`config.mk`:
```
export PLATFORM = sky130hd
export DESIGN_NAME = stopwatch_ctrl
export DESIGN_NICKNAME = d
export VERILOG_FILES = /design/src/rtl/stopwatch_ctrl.sv
export SDC_FILE = /design/constraint.sdc
export NUM_CORES = 1
export LEC_CHECK = 0
export ABC_AREA = 1
export CORE_MARGIN = 2
export CORE_UTILIZATION = 42
export CTS_CLUSTER_DIAMETER = 30
export DETAILED_ROUTE_END_ITERATION = 16
export DONT_BUFFER_PORTS = 1
export PLACE_DENSITY_LB_ADDON = 0.12
export SLEW_MARGIN = 30
export SYNTH_ARGS = -nofsm -noshare
export SYNTH_HDL_FRONTEND = slang
export SYNTH_SLANG_ARGS = --single-unit
```
`constraint.sdc`:
```
create_clock -name clk -period 1.82 [get_ports clk]
set_input_delay 0.546 -clock clk [delete_from_list [all_inputs] [get_ports clk]]
set_output_delay 0.546 -clock clk [all_outputs]
set_load 0.05 [all_outputs]
```
`src/rtl/stopwatch_ctrl.sv`:
```
// Stopwatch controller: run/pause/halt FSM, tick prescaler driving an external
// 3-digit BCD counter, and a free-running multiplexed 7-segment digit scanner.
module stopwatch_ctrl #(
  parameter int TICK_DIV = 50000,
  parameter int SCAN_DIV = 1000,
  parameter int width    = 5
) (
  input  logic             clk,
  input  logic             rst,
  input  logic             start_stop,
  input  logic             clear,
  input  logic [width-1:0] q0,
  input  logic [width-1:0] q1,
  input  logic [width-1:0] q2,
  input  logic [6:0]       bit0,
  input  logic [6:0]       bit1,
  input  logic [6:0]       bit2,
  output logic             cnt_enb,
  output logic             cnt_rst,
  output logic [2:0]       digit_sel,
  output logic [6:0]       seg_out,
  output logic             running,
  output logic             halted
);
  localparam int TICK_W = $clog2(TICK_DIV);
  localparam int SCAN_W = (SCAN_DIV > 1) ? $clog2(SCAN_DIV) : 1;
  localparam logic [TICK_W-1:0] TICK_LAST = TICK_W'(TICK_DIV - 1);
  localparam logic [SCAN_W-1:0] SCAN_LAST = SCAN_W'(SCAN_DIV - 1);
  localparam logic [width-1:0]  NINE      = width'(9);

  typedef enum logic [2:0] {S_CLEAR, S_IDLE, S_RUN, S_PAUSE, S_HALT} state_e;

  state_e            state_q, state_d;
  logic [TICK_W-1:0] presc_q, presc_d;
  logic [SCAN_W-1:0] scan_q, scan_d;
  logic [2:0]        digit_sel_q, digit_sel_d;
  logic              cnt_enb_q, cnt_enb_d;
  logic              cnt_rst_q, cnt_rst_d;
  logic              running_q, running_d;
  logic              halted_q, halted_d;
  logic              at_max;

  assign at_max = (q0 == NINE) && (q1 == NINE) && (q2 == NINE);

  // NOTE: sequential state uses non-blocking assignments so every flop samples pre-edge values.
  always_ff @(posedge clk) begin
    if (rst) begin
      state_q     <= S_CLEAR;
      presc_q     <= '0;
      scan_q      <= '0;
      digit_sel_q <= 3'b001;
      cnt_enb_q   <= 1'b0;
      cnt_rst_q   <= 1'b1;
      running_q   <= 1'b0;
      halted_q    <= 1'b0;
    end else begin
      state_q     <= state_d;
      presc_q     <= presc_d;
      scan_q      <= scan_d;
      digit_sel_q <= digit_sel_d;
      cnt_enb_q   <= cnt_enb_d;
      cnt_rst_q   <= cnt_rst_d;
      running_q   <= running_d;
      halted_q    <= halted_d;
    end
  end

  // NOTE: every always_comb output gets a default first, so no path can infer a latch.
  always_comb begin
    state_d = state_q;
    if (clear) begin
      state_d = S_CLEAR;
    end else begin
      case (state_q)
        S_CLEAR: state_d = S_IDLE;
        S_IDLE:  if (start_stop) state_d = S_RUN;
        S_RUN: begin
          if (at_max)          state_d = S_HALT;
          else if (start_stop) state_d = S_PAUSE;
        end
        S_PAUSE: if (start_stop) state_d = S_RUN;
        S_HALT:  state_d = S_HALT;
        default: state_d = S_CLEAR;
      endcase
    end
  end

  always_comb begin
    presc_d   = presc_q;
    cnt_enb_d = 1'b0;
    if (state_d == S_CLEAR || state_q == S_CLEAR || state_q == S_IDLE) begin
      presc_d = '0;
    end else if (state_q == S_RUN) begin
      if (presc_q == TICK_LAST) begin
        // Leaving RUN on the wrap edge keeps the completed period pending for resume.
        presc_d   = (state_d == S_RUN) ? '0 : presc_q;
        cnt_enb_d = (state_d == S_RUN);
      end else begin
        presc_d = presc_q + TICK_W'(1);
      end
    end

    cnt_rst_d = (state_d == S_CLEAR);
    running_d = (state_d == S_RUN);
    halted_d  = (state_d == S_HALT);

    if (scan_q == SCAN_LAST) begin
      scan_d      = '0;
      digit_sel_d = {digit_sel_q[1:0], digit_sel_q[2]};
    end else begin
      scan_d      = scan_q + SCAN_W'(1);
      digit_sel_d = digit_sel_q;
    end
  end

  always_comb begin
    case (digit_sel_q)
      3'b001:  seg_out = bit0;
      3'b010:  seg_out = bit1;
      3'b100:  seg_out = bit2;
      default: seg_out = 7'b0000000;
    endcase
  end

  assign cnt_enb   = cnt_enb_q;
  assign cnt_rst   = cnt_rst_q;
  assign running   = running_q;
  assign halted    = halted_q;
  assign digit_sel = digit_sel_q;

endmodule

```
==> impl_metrics.json, run 1 <==
{
  "first_global_vias": 2070,
  "viasPerCell": 4.96,
  "grt_max_degree": 16,
  "clk_latency_ps": 280,
  "critPathKind": "register to primary output",
  "p_leak_nw": 1.13,
  "avgRoutedWirePerCell_um": 12.2,
  "track_usage_pct": 19.1,
  "synth_seq_cells": 36,
  "synth_fp_nets": 367,
  "power_density_nw_per_um2": 566,
  "synth_top_area_share_pct": 33.2,
  "final.setup.tns_ps": -182,
  "hold_path.class": "primary input to register",
  "whs_path_depth": 1,
  "p_int_mw": 1.13,
  "worst_r2r_path_depth": 5,
  "period_minus_slack_ps": 1850,
  "num_vias": 2067,
  "max_stage_delay_ps": 360,
  "synthTopCellsByArea": "dfxtp_1 (33%), nand2_1 (14%), nor2_1 (9.3%)",
  "cts_buffers": 5,
  "syn_area_sq_um": 2170,
  "seqPwrFrac_pct": 53.5,
  "cts_buffer_depth": 2,
  "crit_path_start_kind": "register",
  "die_h_um": 75.9,
  "worst_slack_ps": -34.8,
  "firstDrtPassIters": 4,
  "cts_tree": "done",
  "worstMarginPinSlew_ps": 508,
  "period_share_pct": 102,
  "worstPathCellList": "buf_6 > nor3_4 > buf_6 > nand2_2 > nand3_4",
  "p_comb_share_pct": 7.3,
  "antenna_cells": 0,
  "p_switching_uw": 375,
  "slew_viol_final": 0,
  "grt_pass1_wl_um": 9110,
  "initial_utilization_pct": 43.1,
  "fin_hold_ws_ps": 324,
  "dp.cells": 404,
  "htreeDepth": 2,
  "pwr-share-clk_pct": 39.3,
  "synth_top_area_cell": "dfxtp_1",
  "drt-total-wl_um": 5080,
  "drt_iter0_drc": 70,
  "area_growth_pct": 22.0,
  "place_area_sq_um": 2370,
  "cts_root_buf": "clkbuf_8",
  "layout-drive-gt1-share_pct": 25.6,
  "final_common_cell": "nand2_1",
  "async_reset_ff_share_pct": 0,
  "antenna_found_initial": 0,
  "clock_sinks": 36,
  "synth-edff-count": 0,
  "cp_slowest_cell": "dfxtp_4",
  "core_region_area_sq_um": 5040,
  "critPathRequiredTime_ps": 1270,
  "power_mw": 1.50,
  "clk_pin_slew_ps": 70,
  "globalRouteOverflowTotal": 0,
  "rows": 26,
  "ys_types": 36,
  "yosys_warnings": 0,
  "dpl.hpwl_um": 3800,
  "mostFrequentLayoutCells": "nand2_1 (64), nor2_1 (53), dfxtp_1 (33), inv_1 (30), nand3_1 (25)",
  "finalHoldViolations": 0,
  "status": "complete, but fails checks",
  "io_buffers": 0,
  "ios": 54,
  "path_max_fanout": 7,
  "maxClockFrequency_mhz": 539,
  "crit_top_cell": "buf_6",
  "rsz0062_at_grt": "yes",
  "ir_worst_vdd_uv": 388,
  "synth.avg_cell_area_sq_um": 6.69,
  "drc": 0,
  "ys.flop_type": "dfxtp_1",
  "fp.dieArea_sq_um": 5770,
  "worstPathArrival_ps": 1310,
  "final_cells": 417,
  "finalSetupViolCount": 7,
  "yosysSeqAreaShare_pct": 33.2,
  "endpoint_kind": "primary output",
  "maxCapViolCount": 0,
  "switching_share_pct": 25.0,
  "syn_inst": 325,
  "violations": "negative setup slack",
  "finClkSkew_ps": 3.83,
  "relSlewSlack_pct": 66.1,
  "die_x_um": 75.9,
  "final_nets": 388,
  "ant_nets": 0,
  "cts_hold_buf": 0,
  "routabilityCongestion": 0.873,
  "stdcell_area_sq_um": 2650
}
## path summary, 6_finish.rpt
check / start / to / slack [ps]
worst max-delay path: digit_sel[1] / seg_out[2] / -30
worst min-delay path: rst / state_q[1] / 320
worst max register to register: scan_q[0] / scan_q[4] / 170
worst min register to register: scan_q[0] / scan_q[0] / 450
## state kept, by name, indices dropped and copies added, names as in the netlist
signal,flops
digit_sel,3
cnt_rst,1
cnt_enb,1
running,1
halted,1
scan_q,10
state_q,3
presc_q,16
## cells in the mapped netlist (2+ instances only)
cell type and count:
inv_1 32, o211ai_1 3, nand4_1 6, inv_2 6, a21oi_1 11, nor2_1 54
buf_2 2, a21oi_2 2, nor3b_1 2, nor3_1 7, nand3_1 32, nand2_2 5
nand2_1 79, ha_1 2, nand3_2 8, xnor2_1 3, nor2_2 3, o21ai_0 8
dfxtp_1 36, xor2_1 7, buf_6 2
## power groups by stage
stage | logic [mW] | registers, mW | clock network [mW]
after global placement | 0.103 | 0.825 | 0
final | 0.109 | 0.802 | 0.589
after detailed placement | 0.105 | 0.825 | 0
after floorplan | 0.0943 | 0.823 | 0
after global routing | 0.123 | 0.803 | 0.643
after CTS | 0.113 | 0.802 | 0.612
## stage by stage
step / util (%) / setup slack [ps]
after floorplan: - / 48.5
after global placement: 47.1 / 38.9
after detailed placement: 47.1 / -7.18
after CTS: 52.5 / -23.8
after global routing: 52.6 / -96.1
final: 52.6 / -34.8
## cells by family after synthesis
| kind of cell | Yosys count | share of synthesized area, % |
|---|---|---|
| and+or+nand+nor | 204 | 44.8 |
| buffers and inverters | 44 | 8.64 |
| DFF | 36 | 33.2 |
| AOI/OAI and AO/OA | 29 | 8.18 |
| xor gates and xnor gates | 10 | 4.03 |
| adders and majority gates | 2 | 1.15 |
## layer usage
| layer | GRT usage (%) | routed length, um | up-vias |
|---|---|---|---|
| met5 | 0 | 0 | - |
| met4 | 6.55 | 69 | 0 |
| met3 | 4.17 | 171 | 9 |
| met2 | 35.4 | 2620 | 41 |
| met1 | 21.7 | 2220 | 931 |
| li1 | - | - | 1086 |
## critical path: cells and delay by family (launching register included)
family	cells	cell delay, ps
simple gates	3	360
buf+inv	2	300
flops	1	360
## final cells by class
cell class / count / area [sq um]
fillers: 503 / 2390
multi-input cells: 245 / 1440
flip-flops and latches: 36 / 732
repair buffers: 19 / 150
inverters: 39 / 150
well taps: 70 / 87.6
clock buffers: 6 / 82.6
clock inverters: 2 / 10.0
## timing repair
| action | 4_1_cts | 5_1_grt |
|---|---|---|
| buffers inserted | 5 | 0 |
| gates resized for setup | 37 | 1 |
| endpoints found under the setup margin | 7 | 7 |
| pin swaps | 14 | 7 |
Note: power is estimated with default switching activity, not from simulation.
==> run 2, diff against run 1 <==
- CAP_MARGIN: default -> 20
- SLEW_MARGIN: 30 -> 20
==> results of run 2 <==
Same layout as run 1: the final DEF is identical, and so are final timing and power.
==> run 3, diff against run 2 <==
- CORE_MARGIN: 2 -> 5
==> impl_metrics.json, run 3 (synthesis gave the netlist of run 1 again) <==
{
  "status": "complete, but fails checks",
  "violations": "negative setup slack",
  "cts_buffers": 5,
  "reg2reg_slack_ps": 150,
  "worst_r2r_path_depth": 5,
  "ir_worst_vdd_uv": 268,
  "rsz0062_at_grt": "yes",
  "r2r_start": "scan_q[0]",
  "cts_tree": "done",
  "clock_sinks": 36,
  "track_usage_pct": 15.6,
  "cts_root_buf": "clkbuf_8",
  "routabilityCongestion": 0.833,
  "reg.largest.list": "presc_q x16, scan_q x10",
  "endpoint_kind": "primary output",
  "firstDrtPassIters": 4,
  "critPathRequiredTime_ps": 1270,
  "final_nets": 386,
  "die_x_um": 81.9,
  "layout-drive-gt1-share_pct": 26.4,
  "clk_latency_ps": 280,
  "htreeDepth": 2,
  "antenna_cells": 0,
  "finalSetupViolCount": 7,
  "final_common_cell": "nand2_1",
  "p_leak_nw": 1.15,
  "finalHoldViolations": 0,
  "crit_path_start_kind": "register",
  "cts_hold_buf": 0,
  "maxCapViolCount": 0,
  "period_share_pct": 101,
  "io_buffers": 0,
  "clk_pin_slew_ps": 70,
  "regMostFlops": "presc_q",
  "fin_util_pct": 53.0,
  "cts_buffer_depth": 2,
  "worstMarginPinSlew_ps": 496,
  "ant_nets": 0,
  "antenna_found_initial": 0,
  "path_max_fanout": 7,
  "drt-total-wl_um": 5160,
  "finClkSkew_ps": 4.39,
  "slew_viol_final": 0,
  "num_vias": 2050,
  "grt_pass1_wl_um": 8190,
  "dpl.hpwl_um": 3940,
  "viasPerCell": 4.94,
  "timing.rr.end": "digit_sel[1]",
  "max_stage_delay_ps": 370,
  "area_growth_pct": 23.7,
  "globalRouteOverflowTotal": 0,
  "mostFrequentLayoutCells": "nand2_1 (60), nor2_1 (53), dfxtp_1 (33), inv_1 (30), nand3_1 (25)",
  "fp.dieArea_sq_um": 6710,
  "crit_start": "digit_sel[2]",
  "initial_utilization_pct": 42.8,
  "ios": 54,
  "drt_iter0_drc": 38,
  "fillers": 505,
  "power_density_nw_per_um2": 556,
  "rows": 26,
  "core_region_area_sq_um": 5070,
  "worstPathArrival_ps": 1300,
  "relSlewSlack_pct": 66.9,
  "largest_register_ffs": 16,
  "period_minus_slack_ps": 1840,
  "worst_slack_ps": -22.5,
  "worstPathCellList": "buf_12 > nor3_4 > buf_6 > nand2_2 > nand3_4",
  "grt_max_degree": 16,
  "crit_path_end": "seg_out[3]",
  "final.setup.tns_ps": -70.1,
  "maxClockFrequency_mhz": 543,
  "avgRoutedWirePerCell_um": 12.4,
  "die_h_um": 81.9,
  "cp_slowest_cell": "dfxtp_4",
  "first_global_vias": 1873,
  "hold_path.class": "primary input to register",
  "drc": 0,
  "critPathKind": "register to primary output"
}
## run 3: layout make-up
cell class,instances,area (sq um),share of cell area [%]
clock buffers,6,82.6,3.07
repair buffers,17,151,5.63
inverters,39,153,5.68
well taps,70,87.6,3.26
flip-flops and latches,36,729,27.1
clock inverters,2,10.0,0.372
multi-input cells,245,1470,54.8
## run 3: report_power, final
group          switching (mW)  internal, mW
clock                   0.276         0.302
sequential             0.0106         0.793
combinational          0.0783        0.0347
total                   0.365          1.13
## run 3: through the flow
step	setup WS [ps]	cell area, sq um	cells	power (mW)	hold slack, ps
floorplan	48.5	2220	325	0.918	418
detailed placement	-2.37	2360	402	0.929	458
finish	-22.5	2690	415	1.49	323
global route	-71.6	2690	415	1.58	314
CTS	-25.2	2600	414	1.52	320
global placement	37.0	2360	402	0.928	434
## run 3: routing by layer
| layer | up-vias | track usage (%) | part of all wire [%] | routed length (um) |
|---|---|---|---|---|
| met3 | 4 | 3.73 | 5.7 | 296 |
| li1 | 1085 | - | - | - |
| met5 | - | 0 | 0 | 0 |
| met2 | 49 | 28.9 | 51 | 2610 |
| met4 | 0 | 4.49 | 0.91 | 47 |
| met1 | 912 | 17.6 | 43 | 2210 |
## run 3: how the worst min path moves through the flow
stage	from	end	slack, ps	cells after the start
final	rst	state_q[1]	320	1
after CTS	rst	state_q[1]	320	1
after floorplan	scan_q[0]	scan_q[0]	420	1
after detailed placement	scan_q[0]	scan_q[0]	460	1
after global routing	rst	running	310	1
after global placement	scan_q[0]	scan_q[0]	430	1
## run 3: timing repair
item,in CTS,in global routing
buffers inserted,4,1
endpoints found under the setup margin,7,8
resized for setup,29,18
pin swaps,8,11
cloned,0,0
## run 3: critical path: cells and delay by family, from the launching register on
kind | cells | cell delay [ps]
flip-flops | 1 | 370
AND/OR/NAND/NOR | 3 | 360
buffers and inverters | 2 | 290
